`config.mk`:
```
export PLATFORM = sky130hd
export DESIGN_NAME = instruction_fetch
export DESIGN_NICKNAME = d
export VERILOG_FILES = /design/src/rtl/fetch_pkg.sv /design/src/rtl/pc_reg.sv /design/src/rtl/instruction_fetch.sv
export SDC_FILE = /design/constraint.sdc
export NUM_CORES = 1
export LEC_CHECK = 0
export ABC_CLOCK_PERIOD_IN_PS = 2500
export CAP_MARGIN = 5
export CORE_MARGIN = 2
export CORE_UTILIZATION = 30
export DETAILED_ROUTE_END_ITERATION = 10
export HOLD_SLACK_MARGIN = 0.1
export PLACE_DENSITY = 0.61
export SLEW_MARGIN = 20
export SYNTH_ARGS = -nofsm -noshare
export SYNTH_HDL_FRONTEND = slang
export SYNTH_SLANG_ARGS = --single-unit
```
`constraint.sdc`:
```
create_clock -name clk -period 2.5 [get_ports clk]
set_clock_uncertainty 0.1 [all_clocks]
set_input_delay 0.5 -clock clk [delete_from_list [all_inputs] [get_ports clk]]
set_output_delay 0.5 -clock clk [all_outputs]
set_load 0.03 [all_outputs]
```
`src/rtl/fetch_pkg.sv`:
```
// Shared fetch-stage types and constants; HALT_OPCODE is also used by decode.
package fetch_pkg;

    localparam int DEF_ADDR_W = 8;
    localparam int DEF_DATA_W = 8;
    localparam logic [DEF_DATA_W-1:0] HALT_OPCODE = 8'hFF;

    typedef enum logic [1:0] {
        IDLE  = 2'd0,
        FETCH = 2'd1,
        HALT  = 2'd2
    } fetch_state_t;

endpackage

```
`src/rtl/pc_reg.sv`:
```
// Program counter: synchronous reset to RESET_PC, then load, increment or hold.
module pc_reg #(
    parameter int                ADDR_W   = 8,
    parameter logic [ADDR_W-1:0] RESET_PC = '0
) (
    input  logic              clk,
    input  logic              reset,
    input  logic              load,
    input  logic [ADDR_W-1:0] load_val,
    input  logic              inc,
    output logic [ADDR_W-1:0] pc
);

    logic [ADDR_W-1:0] pc_q, pc_d;

    always_comb begin
        pc_d = pc_q;
        if (load)
            pc_d = load_val;
        else if (inc)
            pc_d = pc_q + ADDR_W'(1);  // wraps modulo 2^ADDR_W
    end

    always_ff @(posedge clk) begin
        if (reset)
            pc_q <= RESET_PC;
        else
            pc_q <= pc_d;
    end

    assign pc = pc_q;

endmodule

```
`src/rtl/instruction_fetch.sv`:
```
// Fetch stage: drives memory address from the PC, registers the instruction and
// hands it to decode over valid/ready, with branch squash and halt detection.
module instruction_fetch #(
    parameter int                ADDR_W      = fetch_pkg::DEF_ADDR_W,
    parameter int                DATA_W      = fetch_pkg::DEF_DATA_W,
    parameter logic [ADDR_W-1:0] RESET_PC    = '0,
    parameter logic [DATA_W-1:0] HALT_OPCODE = fetch_pkg::HALT_OPCODE,
    parameter int                CNT_W       = 16
) (
    input  logic              clk,
    input  logic              reset,
    output logic [ADDR_W-1:0] instruction_address,
    input  logic [DATA_W-1:0] instruction_data,
    input  logic              branch_taken,
    input  logic [ADDR_W-1:0] branch_target,
    input  logic              decode_ready,
    output logic [DATA_W-1:0] fetched_instruction,
    output logic [ADDR_W-1:0] fetched_pc,
    output logic              fetch_valid,
    output logic              halted,
    output logic [CNT_W-1:0]  fetch_count
);
    import fetch_pkg::*;

    fetch_state_t      state_q, state_d;
    logic [DATA_W-1:0] instr_q, instr_d;
    logic [ADDR_W-1:0] fpc_q, fpc_d;
    logic              valid_q, valid_d;
    logic              halted_q, halted_d;
    logic [CNT_W-1:0]  count_q, count_d;
    logic [ADDR_W-1:0] pc;
    logic              pc_load, pc_inc, transfer;

    pc_reg #(.ADDR_W(ADDR_W), .RESET_PC(RESET_PC)) u_pc (
        .clk      (clk),
        .reset    (reset),
        .load     (pc_load),
        .load_val (branch_target),
        .inc      (pc_inc),
        .pc       (pc)
    );

    assign transfer = valid_q && decode_ready;

    always_comb begin
        state_d  = state_q;
        instr_d  = instr_q;
        fpc_d    = fpc_q;
        valid_d  = valid_q;
        halted_d = halted_q;
        pc_load  = 1'b0;
        pc_inc   = 1'b0;
        // A transfer counts even if a branch squashes the next register contents.
        count_d  = (transfer && count_q != '1) ? count_q + CNT_W'(1) : count_q;
        case (state_q)
            IDLE: state_d = FETCH;
            FETCH: begin
                if (branch_taken) begin
                    pc_load = 1'b1;
                    valid_d = 1'b0;
                end else if (!(valid_q && !decode_ready)) begin
                    instr_d = instruction_data;
                    fpc_d   = pc;
                    valid_d = 1'b1;
                    if (instruction_data == HALT_OPCODE) begin
                        state_d  = HALT;
                        halted_d = 1'b1;
                    end else begin
                        pc_inc = 1'b1;
                    end
                end
            end
            HALT: if (transfer) valid_d = 1'b0;
            default: state_d = IDLE;
        endcase
    end

    always_ff @(posedge clk) begin
        if (reset) begin
            state_q  <= IDLE;
            instr_q  <= '0;
            fpc_q    <= '0;
            valid_q  <= 1'b0;
            halted_q <= 1'b0;
            count_q  <= '0;
        end else begin
            state_q  <= state_d;
            instr_q  <= instr_d;
            fpc_q    <= fpc_d;
            valid_q  <= valid_d;
            halted_q <= halted_d;
            count_q  <= count_d;
        end
    end

    assign instruction_address = pc;
    assign fetched_instruction = instr_q;
    assign fetched_pc          = fpc_q;
    assign fetch_valid         = valid_q;
    assign halted              = halted_q;
    assign fetch_count         = count_q;

endmodule
```
=== Yosys cells after proc, flatten, opt, wreduce, memory -nomap -nowiden ===
Cells that the tools add are included.

* Equality and inequality tests: 9
* Add/subtract/negate cells: 2
* Bitwise gates (word level): 3
* Reduce and logical (&&, ||, !) cells: 11
* Multiplexer cells: 16

{| class="wikitable"
|+ Operators by type and width
! kind !! number
|-
| $add 16x1->16 const B || 1
|-
| $mux 8 || 2
|-
| $ne 16x16->1 const B || 1
|-
| $mux 1 || 9
|-
| $add 8x1->8 const B || 1
|-
| $eq 8x8->1 const B || 1
|-
| $ne 2x2->1 const B || 4
|-
| $reduce_and 4->1 || 2
|-
| $mux 2 || 3
|-
| $pmux 2 s3 || 1
|-
| $reduce_and 3->1 || 2
|-
| $reduce_bool 2->1 || 2
|-
| $logic_and 1x1->1 || 3
|-
| $ne 3x3->1 const B || 1
|-
| $not 1->1 || 3
|-
| $eq 2x1->1 const B || 1
|-
| $eq 2x2->1 const B || 1
|-
| $logic_not 2->1 || 1
|-
| $pmux 1 s2 || 1
|-
| $logic_not 1->1 || 1
|}

* Bits of input ports: 20
* Flip-flop bits (word level): 44
* Logic and storage cells: 48
* Output and inout port bits: 42

=== Depth between registers and ports, before layout ===
Gate-level depths: netlist of run 1.

* Word-level depth: 7
* Mapped depth: 6
* Mapped depth without buffers: 5

=== Hierarchy ===
From an unflattened synthesis of run 1, not the netlist that was laid out.

* Cell total of the unflattened synthesis: 224
* Area total of the unflattened synthesis: 2054.5 um2

{| class="wikitable"
|+ Modules (own cells, without submodules)
! module !! cells an instance !! seq. area each (um2) !! area an instance (um2) !! instances
|-
| instruction_fetch || 171 || 720.7 || 1590.3 || 1
|-
| pc_reg || 53 || 160.2 || 464.2 || 1
|}

=== Worst setup path before layout of run 1 ===
No wires, ideal clock.

* Path kind: register to register
* Start: register count_q[0] (netlist: fetch_count[0])
* End: register count_q[9] (netlist: fetch_count[9])
* Data required time: 2.277 ns
* Arrival time: 1.896 ns
* Clock period less this slack: 2.119 ns
* Cell stages (with the launch flop): 6
* Path buffers: 0
* Library setup time: 0.123 ns
* Setup slack: 0.381 ns
* Path through: dfxtp_1 > ha_1 > nand4_1 > nor4_4 > and4bb_2 > mux2_1

* Word-level cells in the longest chain between the ends: 2
* Elaborated cells between the ends (all ways): 3
* Classes of those cells: 1 x add/sub; 1 x eq/ne; 1 x reduce/logical

{| class="wikitable"
|+ Ends and longest elaborated chain
! element !! RTL line !! RTL
|-
| from (decl) || instruction_fetch.sv:30 || <nowiki>logic [CNT_W-1:0] count_q, count_d;</nowiki>
|-
| from (signal assigned) || instruction_fetch.sv:92 || <nowiki>count_q <= count_d;</nowiki>
|-
| parallel branches: the longest is 2 deep, another holds $add 16x1->16 || -- ||
|}

Several ways; the timed one is not identified.
A chain may end at the register's enable or synchronous reset.

=== Worst setup path after layout of run 1 ===
* Start: input decode_ready
* End: register count_q[11] (netlist: fetch_count[11])

* Word-level cells in the longest chain between the ends: 2

{| class="wikitable"
|+ Ends and longest elaborated chain
! element !! RTL line !! RTL
|-
| from (decl) || instruction_fetch.sv:16 || <nowiki>input logic decode_ready,</nowiki>
|-
| $logic_and 1x1->1 || instruction_fetch.sv:43 || <nowiki>assign transfer = valid_q && decode_ready;</nowiki>
|-
| $logic_and 1x1->1 || instruction_fetch.sv:54 || <nowiki>count_d = (transfer && count_q != '1) ? count_q + CNT_W'(1) : count_q;</nowiki>
|}

Every way passes these cells.

==> impl_metrics.tcl, run 1 <==
set metrics [dict create \
    place.gp.congestion 0.776 \
    cp-start-kind "input port" \
    cts_setup_buffers 0 \
    dieArea_um2 7520 \
    tns_ns 0 \
    synth_edf_count 0 \
    grt_max_degree 33 \
    slowest_stage "clkdlybuf4s50_1" \
    crit_path_end_kind "flip-flop" \
    fin_crit_sh_pct 86.1 \
    hold_class "flip-flop to flip-flop" \
    leakagePower_uw 0.000998 \
    final_antenna_net_count 0 \
    dp_cells 365 \
    holdBufCountCts 0 \
    die_w_um 86.7 \
    yosys_warnings 0 \
    drt_wl_total_mm 5.04 \
    power_density_nw_per_um2 482 \
    synth-seq-cells 44 \
    finalMaxSlewViolations 0 \
    vias_per_cell 5.17 \
    clk_latency_ns 0.29 \
    hold_violations 0 \
    yosys_most_used_dff "dfxtp_1" \
    fp.dieH_um 86.7 \
    dp_hpwl_mm 3.65 \
    cts.path.max_buffers 2 \
    drive_gt1_share_pct 11.0 \
    h-tree-depth 2 \
    yosysSeqAreaShare_pct 42.9 \
    max_freq_mhz 465 \
    grt_pass1_vias 1761 \
    cp_slowest_stage_delay_ns 0.59 \
    core_um2 6720 \
    dr_total_vias 1923 \
    synthTopCellsByCount "dfxtp_1, nor2_1, mux2i_1, a21oi_1" \
    synthToLayoutAreaGrowth_pct 40.4 \
    tritoncts "yes" \
    ir_drop_mv 0.195 \
    worstPathCellList "clkdlybuf4s50_1 -> nand4_4 -> or3_1 -> or4_1 -> a21oi_1" \
    synth.distinct_cells 42 \
    synthMostInstantiatedCell "dfxtp_1" \
    slew_headroom_pct 61.1 \
    synth_area_leaders "dfxtp_1, mux2i_1, nor2_1, o31ai_1, a21oi_1" \
    syn_area_per_cell_um2 9.16 \
    antenna_found_initial 0 \
    pin_count 62 \
    setup_viol 0 \
    worstSetupPathType "input port to flip-flop" \
    worst_ep_arrival_time_ns 2.27 \
    drcViolationCount 0 \
    synthArstFlopShare_pct 0 \
    cts_root_buf "clkbuf_8" \
    grt_pass1_wl_mm 8.34 \
    cts_buffers 5 \
    cts_resized 0 \
    status "completed" \
    rows 30 \
    max_cap_viol_count 0 \
    yosysTopAreaCellShare_pct 42.9 \
    grt-ovfl-total 0 \
    clk_pin_slew_ns 0.08 \
    drt_iter0_markers 80 \
    nets 314 \
    final_cells 372 \
    syn_nets 246 \
    cts.sinks 44 \
    n_fill_cell 669 \
    period_minus_slack_ns 2.15 \
    port_buffers 61 \
    routedWlPerCell_um 13.6 \
    firstDrtPassIters 4 \
    synth_area_um2 2050 \
    cp_max_fo 4 \
    synth_top_area_cell "dfxtp_1" \
    grt_usage_pct 13.8 \
    n_antenna_cell 0 \
    tightest_slew_ns 0.584 \
    required_ns 2.62 \
    start_util_pct 30.5 \
    synth_cells 224 \
    grt_setup_unrepaired "no" \
    largest_reg_flops 16 \
]
## metrics by stage
step	total power [uW]	setup slack, ns	util (%)	instance area, um^2	hold WS, ns
floorplan	878	0.381	-	2050	0.398
global placement	981	0.0720	41.7	2800	0.351
detailed placement	984	0.0591	41.7	2800	0.367
CTS	1410	0.350	42.9	2880	0.391
global route	1450	0.258	42.9	2880	0.416
finish	1390	0.347	42.9	2880	0.388
## critical path: cells and delay by family
family | cells | cell delay [ns]
AND/OR/NAND/NOR | 3 | 1.04
buffers and inverters | 1 | 0.59
AO/OA/AOI/OAI | 1 | 0.15
## layout by cell type (no fill, tap or decap), types with 2 or more instances in the layout
master	n
clkdlybuf4s50_1	60
dfxtp_1	44
nor2_1	34
mux2i_1	18
a21oi_1	13
buf_4	10
nand2_1	9
or3_1	9
o31ai_1	9
nand3_1	8
a311oi_1	7
o21ai_0	7
or4_1	6
nand4_1	5
nor2b_1	5
inv_1	5
clkbuf_8	5
nor3_1	4
nand2b_1	3
mux2_2	3
nand4_4	2
or4_2	2
a211oi_1	2
ha_1	2
## cell families (layout without fill, tap and decap cells)
| logic type | Yosys count | after routing | share of synthesized area (%) |
|---|---|---|---|
| and+or+nand+nor | 99 | 99 | 28.1 |
| DFF | 44 | 44 | 42.9 |
| AOI/OAI and AO/OA | 41 | 41 | 13.2 |
| muxes | 22 | 22 | 11.0 |
| buffers and inverters | 15 | 83 | 3.11 |
| adders and majority gates | 2 | 2 | 1.22 |
| xor gates and xnor gates | 1 | 1 | 0.427 |
## metal layers
metal / vias to the layer above / track usage, % / wire [um]
li1: 965 / - / -
met1: 898 / 17.8 / 2420
met3: 4 / 3.43 / 240
met2: 56 / 22.5 / 2330
met5: - / 0 / 0
met4: 0 / 4.69 / 54
## power breakdown
group | leakage, uW | internal (uW) | total (uW) | switching (uW)
sequential | 0.000358 | 724 | 751 | 26.6
combinational | 0.000599 | 102 | 215 | 112
clock | 0.0000410 | 190 | 423 | 232
## path summary, 6_finish.rpt
kind	cells after the start	slack (ns)	from	to
min	2	0.39	halted$_SDFFE_PP0P_	halted$_SDFFE_PP0P_
max reg2reg	3	0.53	fetch_count[10]$_SDFFE_PP0P_	fetch_count[15]$_SDFFE_PP0P_
min reg2reg	2	0.39	halted$_SDFFE_PP0P_	halted$_SDFFE_PP0P_
max	5	0.35	decode_ready	fetch_count[11]$_SDFFE_PP0P_
## layout make-up
type,instances,area (um^2),area share [%]
inverter,5,18.8,0.652
clock inverter,1,5.00,0.174
tap,80,100,3.48
timing repair buffer,71,681,23.6
sequential,44,881,30.6
clock buffer,6,72.6,2.52
multi-input combinational,165,1120,39.0
(Power assumes the default switching activity.)
==> run 2: changes to the inputs <==
--- a/config.mk
+++ b/config.mk
@@ -12,7 +12,9 @@
 export DETAILED_ROUTE_END_ITERATION = 10
 export HOLD_SLACK_MARGIN = 0.1
 export PLACE_DENSITY = 0.61
+export RECOVER_POWER = 25
 export SLEW_MARGIN = 20
 export SYNTH_ARGS = -nofsm -noshare
 export SYNTH_HDL_FRONTEND = slang
 export SYNTH_SLANG_ARGS = --single-unit
+export TNS_END_PERCENT = 30
==> run 2 against run 1 <==
Routed wire length rose by 0.34%. Via count rose by 0.10%. Worst hold slack got worse by 0.0042 ns. Power fell by 0.37%. Fmax fell by 3.0%. Sequential power barely moved. Non-clock buffer count did not move. Register-to-register slack got worse by 0.02 ns. Die area did not move. Clock power barely moved. Flip-flop and latch count did not move. Critical endpoint unchanged. Highest routed layer unchanged.
==> impl_metrics.tcl, run 2 (same netlist as run 1, synthesis figures left out) <==
set metrics [dict create \
    status "completed" \
    grt_setup_unrepaired "no" \
    swShare_pct 26.7 \
    drive_gt1_share_pct 10.3 \
    pin_count 62 \
    p_comb_share_pct 15.2 \
    clk_latency_ns 0.29 \
    hold_slack_ns 0.384 \
    cts_setup_buffers 0 \
    tritoncts "yes" \
    seq_area_um2 881 \
    core_um2 6720 \
    final_cells 372 \
    grt_usage_pct 13.8 \
    fp.dieH_um 86.7 \
    nets 314 \
    power_density_nw_per_um2 483 \
    tns_ns 0 \
    pwr-share-seq_pct 54.2 \
    crit_path_end_kind "flip-flop" \
    multi_input_area_um2 1110 \
    rrSetupSlack_ns 0.51 \
    r2r_start "fetch_count[10]$_SDFFE_PP0P_" \
    final_common_cell "clkdlybuf4s50_1" \
    synthToLayoutAreaGrowth_pct 39.5 \
    required_ns 2.62 \
    cts_buffers 5 \
    drt_iter0_markers 62 \
    cp-start-kind "input port" \
    place.gp.congestion 0.776 \
    grt_pass1_vias 1761 \
    max_freq_mhz 451 \
    worstSetupPathType "input port to flip-flop" \
    hold_violations 0 \
    cp_max_fo 4 \
    h-tree-depth 2 \
    drt_wl_total_mm 5.06 \
    port_buffers 61 \
    cts.sinks 44 \
    n_fill_cell 673 \
    clk_pin_slew_ns 0.08 \
    slew_headroom_pct 61.6 \
    final_antenna_net_count 0 \
    cts_root_buf "clkbuf_8" \
    routedWlPerCell_um 13.6 \
    leakagePower_uw 0.00102 \
    r2r_cells 4 \
    n_antenna_cell 0 \
    setup_viol 0 \
    dp_hpwl_mm 3.65 \
    layout_common_cells "clkdlybuf4s50_1, dfxtp_1, nor2_1, mux2i_1, dlygate4sd3_1" \
    die_w_um 86.7 \
    rr_endpoint "fetch_count[9]$_SDFFE_PP0P_" \
    worstSetupEndpoint "fetch_count[11]$_SDFFE_PP0P_" \
    holdBufCountCts 0 \
    firstDrtPassIters 5 \
    grt-ovfl-total 0 \
    antenna_found_initial 0 \
    ir_drop_mv 0.195 \
    worst_ep_arrival_time_ns 2.34 \
    rows 30 \
    max_cap_viol_count 0 \
    vias_per_cell 5.17 \
    cp-startpoint "decode_ready" \
    layout_setup_ws_ns 0.281 \
    drcViolationCount 0 \
    dp_cells 365 \
    hold_class "flip-flop to flip-flop" \
    cts_resized 0 \
    period_minus_slack_ns 2.22 \
    preCtsSetupSlack_ns 0.0591 \
    fin_crit_sh_pct 88.8 \
    finalMaxSlewViolations 0 \
    start_util_pct 30.5 \
    largest_reg_flops 16 \
    grt_pass1_wl_mm 8.34 \
    dieArea_um2 7520 \
    p_clk_share_pct 30.5 \
    p_switching_uw 370 \
    grt_max_degree 33 \
    cts.path.max_buffers 2 \
    p_int_uw 1010 \
    dr_total_vias 1925 \
    tightest_slew_ns 0.576 \
]
## run 2: area by class of cell
class                           instances  share of cell area (%)
Multi-Input combinational cell        165                    38.7
Sequential cell                        44                    30.8
Timing Repair Buffer                   71                    23.7
Tap cell                               80                    3.50
Clock buffer                            6                    2.54
Inverter                                5                   0.656
Clock inverter                          1                   0.175
## run 2: power by group through the flow
stage	combinational (uW)	clock, uW	sequential, uW
6_report	211	422	750
5_1_grt	227	467	756
4_1_cts	217	442	752
3_5_place_dp	216	0	768
3_3_place_gp	214	0	767
2_1_floorplan	72.2	0	806
## run 2: worst min-delay path by stage
stage	startpoint	depth (start not counted)	to
6_report	halted$_SDFFE_PP0P_	2	halted$_SDFFE_PP0P_
5_1_grt	halted$_SDFFE_PP0P_	2	halted$_SDFFE_PP0P_
4_1_cts	halted$_SDFFE_PP0P_	2	halted$_SDFFE_PP0P_
3_5_place_dp	halted$_SDFFE_PP0P_	2	halted$_SDFFE_PP0P_
3_3_place_gp	halted$_SDFFE_PP0P_	2	halted$_SDFFE_PP0P_
2_1_floorplan	state_q[1]$_SDFFE_PP0P_	1	state_q[0]$_SDFFE_PP0P_
## run 2: metrics by stage
stage               power (uW)  area (um^2)  utilization, %
floorplan                  878         2050               -
global placement           981         2800            41.7
detailed placement         984         2800            41.7
CTS                       1410         2880            42.9
global route              1450         2860            42.6
finish                    1380         2860            42.6
## run 2: worst max-delay path: stages
cell,delay [ns]
dlygate4sd3_1,0.66
nand4_4,0.12
or3_1,0.43
or4_1,0.48
a21oi_1,0.15
## run 2: layer usage
layer	global-route usage (%)	wire length, um	vias up
met2	22.5	2390	52
li1	-	-	966
met5	0	0	-
met4	4.69	31	0
met3	3.43	234	2
met1	17.8	2400	905
